===== src/rtl/rr_quantum_arbiter.sv =====
// Round-robin arbiter: 4 requesters share one resource, tenure capped at QUANTUM ready beats.
// Ports: clk, rst (async active-low), req, req_en, res_ready -> grant, grant_id, grant_valid, expired.
module rr_quantum_arbiter #(
  parameter int QUANTUM = 8,
  parameter int CW      = 4
) (
  input  logic       clk,
  input  logic       rst,
  input  logic [3:0] req,
  input  logic [3:0] req_en,
  input  logic       res_ready,
  output logic [3:0] grant,
  output logic [1:0] grant_id,
  output logic       grant_valid,
  output logic       expired
);

  typedef enum logic {
    IDLE,
    GRANT
  } state_t;

  state_t        state, state_n;
  logic [1:0]    owner, owner_n;
  logic [CW-1:0] cnt, cnt_n;

  logic [3:0] elig;
  logic [1:0] win;
  logic [1:0] idx;
  logic       found;
  logic       last_beat;
  logic       rel;
  logic       tend;
  logic       exp_n;

  assign elig = req & req_en;

  // owner doubles as last_owner: search from owner+1, owner checked last
  always_comb begin
    found = 1'b0;
    win   = '0;
    idx   = '0;
    for (int k = 0; k < 4; k++) begin
      idx = owner + 2'(k + 1);
      if (!found && elig[idx]) begin
        found = 1'b1;
        win   = idx;
      end
    end
  end

  assign last_beat = res_ready && (cnt == CW'(QUANTUM - 1));
  assign rel       = !req[owner];
  assign tend      = (state == GRANT) && (rel || last_beat);
  // a release in the same cycle as the last beat is not an expiry
  assign exp_n     = (state == GRANT) && !rel && last_beat;

  always_comb begin
    state_n = state;
    owner_n = owner;
    cnt_n   = cnt;
    unique case (state)
      IDLE: begin
        if (found) begin
          state_n = GRANT;
          owner_n = win;
          cnt_n   = '0;
        end
      end
      GRANT: begin
        if (tend) begin
          cnt_n = '0;
          if (found) begin
            owner_n = win;
          end else begin
            state_n = IDLE;
          end
        end else if (res_ready) begin
          cnt_n = cnt + 1'b1;
        end
      end
    endcase
  end

  always_ff @(posedge clk or negedge rst) begin
    if (!rst) begin
      state       <= IDLE;
      owner       <= 2'd3;
      cnt         <= '0;
      grant       <= '0;
      grant_id    <= '0;
      grant_valid <= 1'b0;
      expired     <= 1'b0;
    end else begin
      state       <= state_n;
      owner       <= owner_n;
      cnt         <= cnt_n;
      grant       <= (state_n == GRANT) ? (4'b0001 << owner_n) : 4'b0000;
      grant_id    <= (state_n == GRANT) ? owner_n : 2'd0;
      grant_valid <= (state_n == GRANT);
      expired     <= exp_n;
    end
  end

endmodule


===== config.mk =====
export PLATFORM = sky130hd
export DESIGN_NAME = rr_quantum_arbiter
export DESIGN_NICKNAME = d
export VERILOG_FILES = /design/src/rtl/rr_quantum_arbiter.sv
export SDC_FILE = /design/constraint.sdc
export NUM_CORES = 1
export LEC_CHECK = 0
export ABC_AREA = 1
export BUFFER_PORTS_ARGS = -buffer_cell sky130_fd_sc_hd__buf_2
export CORE_MARGIN = 4
export CORE_UTILIZATION = 40
export DETAILED_ROUTE_END_ITERATION = 6
export GPL_ROUTABILITY_DRIVEN = 0
export GPL_TIMING_DRIVEN = 0
export PLACE_DENSITY = 0.67
export SYNTH_ARGS = -nofsm -noshare
export SYNTH_HDL_FRONTEND = slang
export SYNTH_SLANG_ARGS = --single-unit

===== constraint.sdc =====
create_clock -name clk -period 1.98 [get_ports clk]
set_input_delay 0.198 -clock clk [delete_from_list [all_inputs] [get_ports clk]]
set_output_delay 0.198 -clock clk [all_outputs]
set_load 0.05 [all_outputs]

==> qor_table.md <==
| Item | This run | Unit |
|:---|:---|:---|
| Root Buffer | clkbuf_4 | - |
| Layout cell share with drive strength beyond 1 | 39.4 | % |
| Type of the tightest min-delay check | primary input to flip-flop | - |
| Number of flops mapped to enable cells by yosys | 0 | - |
| Type of origin of the critical path | flip-flop | - |
| Max-cap violations | 0 | - |
| Final setup violating endpoints | 0 | - |
| Synth Flop Type | dfrtp_1 | - |
| Ports placed on the boundary | 19 | - |
| Setup TNS | 0 | ps |
| Core utilization of the finished layout | 49.5 | % |
| Post-layout nets | 155 | - |
| Layout area overhead | 18.6 | % |
| Clock tree from TritonCTS | done | - |
| Period minus WS final | 1730 | ps |
| RSZ-0062 raised after global routing | false | - |
| Yosys warning total | 0 | - |
| Number of hold violations in the final report | 0 | - |
| Arrival time worst endpoint | 1890 | ps |
| Share of the synthesized area in the top cell type | 32.5 | % |
| R2r worst-path depth | 12 | - |
| Clk slew on worst S/H paths | 80 | ps |
| Clock buffers created by TritonCTS | 3 | - |
| Async SR Flop Fraction | 100 | % |
| Number of nets produced by synthesis | 131 | - |
| Status | finished, final reports clean | - |
| Std-Cell Core Area | 2210 | um2 |
| Port Buffers | 18 | - |
| Cell type contributing the most total cell area after synthesis | dfrtp_1 | - |
| Vertical die dimension | 56.0 | um |
| Worst setup path endpoint | grant[2] | - |
| Most frequent cell after synthesis | nand2_1 | - |
| Effective utilization at floorplan | 41.7 | % |
| Post-Route Skew | 4.36 | ps |
| Highest routing layer actually used | met3 | - |
| Clock Tree Buf Depth | 2 | - |
| Final slew viol count | 0 | - |
| GRT overflow | 0 | - |
| Netlist area before placement | 923 | um2 |
| DRC violation count after routing | 0 | - |
| Final routed wirelength across all metal layers | 1870 | um |
| Final period utilization | 87.2 | % |
| Pleak | 0.588 | nW |
| Vias/cell | 4.72 | - |
| Worst Path Class, Setup | flip-flop to flip-flop | - |
| Setup slack of the worst register-to-register path | 250 | ps |
| DR pass1 iterations | 4 | - |
| Die outline area | 3140 | um2 |
| Highest Clock Rate | 0.579 | GHz |
| Number of distinct library cell variants in the gate-level netlist after synthesis | 22 | - |
| Antenna violations before repair | 0 | - |
| Part of the Yosys area used for sequential elements | 38.2 | % |
| Final antenna diode count | 0 | - |
| Maximum number of pins on one net before global-route repair | 15 | - |
| Required time of the critical path | 2150 | ps |
| Dpl hpwl | 1510 | um |
| Worst-margin pin slew | 309 | ps |
| Post-CTS resize count | 0 | - |
| Synthesized area per cell | 7.76 | um2 |
| Kind of capture point of the worst setup path | flip-flop | - |
| Global-route wire length before repair | 3190 | um |
| Crit Reg-Reg Endpoint | grant[2] | - |
| Hold buffers post-CTS | 1 | - |
| Number of global-route vias before repair | 795 | - |
| Per-cell routed wire length | 11.0 | um |
| Cell area power density | 1990 | nW/um2 |
| Aggregate global-route resource usage | 12.6 | % |
| Worst-Skew Late Latency | 270 | ps |
| Number of H-tree levels | 1 | - |
| DR iter-0 viols | 9 | - |
| Detailed-route wire length on metal 1 | 857 | um |
| Sinks on the clock net | 14 | - |
| Leading post-synthesis cells by instance count | nand2_1, nor2_1, dfrtp_1, nand3_1, nand2_2 | - |
| Final worst hold slack | 245 | ps |
| Floorplan die width | 56.0 | um |
| Origin of the critical flop-to-flop path | owner[0] | - |
| Top cells by area in the synthesized netlist | dfrtp_1, nand2_1, nand3_1, nand3_2, nand2_2 | - |
| Routed wire length on met3 | 70 | um |
| Placed instance count | 165 | - |
| Post-route antenna net violation count | 0 | - |
| Row count | 17 | - |
| Worst-case headroom to the max-slew limit | 79.4 | % |
| Crit path from | owner[0] | - |
| Sum of met2 wire segment lengths after detailed routing | 941 | um |
| Vias post-DR | 802 | - |
| Post-CTS Setup Inserts | 0 | - |
| Mapped Cells | 119 | - |
| Synth Register Bits | 14 | - |
| Number of non-filler instances in the completed layout | 170 | - |
| Worst supply voltage drop on vdd | 1160 | uV |
| CP Max Fanout | 9 | - |
-- per-stage QoR --
stage          power [W]  cell area (um2)  setup WS (ps)
2_1_floorplan    0.00173              923            419
3_3_place_gp     0.00195             1050            307
3_5_place_dp     0.00199             1050            278
4_1_cts          0.00220             1090            262
5_1_grt          0.00239             1090           96.5
6_report         0.00218             1090            253
-- flip-flops by register name, summed over array words and instances (netlist names) --
name,flops
grant_id,2
cnt,4
grant,4
owner,2
expired,1
state,1
-- metal layers --
layer	track usage, %	vias up
met3	4.41	0
met5	0	-
met4	2.03	0
met2	22.5	11
li1	-	429
met1	14.4	362
-- how the worst min path moves through the flow --
stage | slack [ps] | to | from | cells past startpoint
6_report | 240 | cnt[1] | res_ready | 3
5_1_grt | 260 | cnt[1] | res_ready | 3
4_1_cts | 240 | cnt[1] | res_ready | 3
3_5_place_dp | 110 | cnt[3] | rst | 1
3_3_place_gp | 100 | cnt[3] | rst | 1
2_1_floorplan | -100 | cnt[0] | rst | 0
-- layout by cell type, fill, tap and decap left out --
cell and count:
nand2_1 33, buf_2 18, nor2_1 13, nand3_1 12
dfrtp_1 12, nand2_2 9, inv_2 6, nand3_2 6
inv_1 4, o21ai_1 4, nor2_2 3, nand2_4 3
clkbuf_4 3, nor2_4 2, nand4_1 2, dfstp_2 2
buf_6 1, inv_4 1, nand3b_1 1, o21ai_0 1
xor2_1 1, o21bai_4 1, or2_1 1, ha_1 1
clkbuf_8 1, dlygate4sd3_1 1
-- worst max-delay path, cell delays in order, from the launching register on --
cell and delay (ps):
dfstp_2 530, buf_6 140, nor2_2 70, nor2_4 150
nand2_1 100, nand2_2 100, inv_2 50, nor2_4 90
nand2_2 70, inv_2 60, nand2_2 60, nand3_1 120
nor2_1 60
-- report_power, final --
part | internal (W) | total [W] | switching (W)
combinational | 0.000461 | 0.00149 | 0.00103
sequential | 0.000414 | 0.000487 | 0.0000728
clock | 0.000112 | 0.000200 | 0.0000886
total | 0.000988 | 0.00218 | 0.00119
-- kinds of logic after synthesis --
kind of cell             after synthesis  share of synthesized area [%]
adder cells (fa/ha/maj)                1                           1.35
flip-flops                            14                           38.2
AND/OR/NAND/NOR                       85                           48.8
AO/OA/AOI/OAI                          6                           4.74
buffers and inverters                 12                           5.96
XOR/XNOR                               1                          0.949
-- area by class of cell --
cell class              instances  area (um2)
repair buffers                 19         100
clock buffers                   4        36.3
multi-input cells              93         515
fillers                       223        1120
plain buffers                   1        11.3
well taps                      28        35.0
inverters                      11        43.8
flip-flops and latches         14         353
No activity file was read; power rests on OpenSTA's default activity.
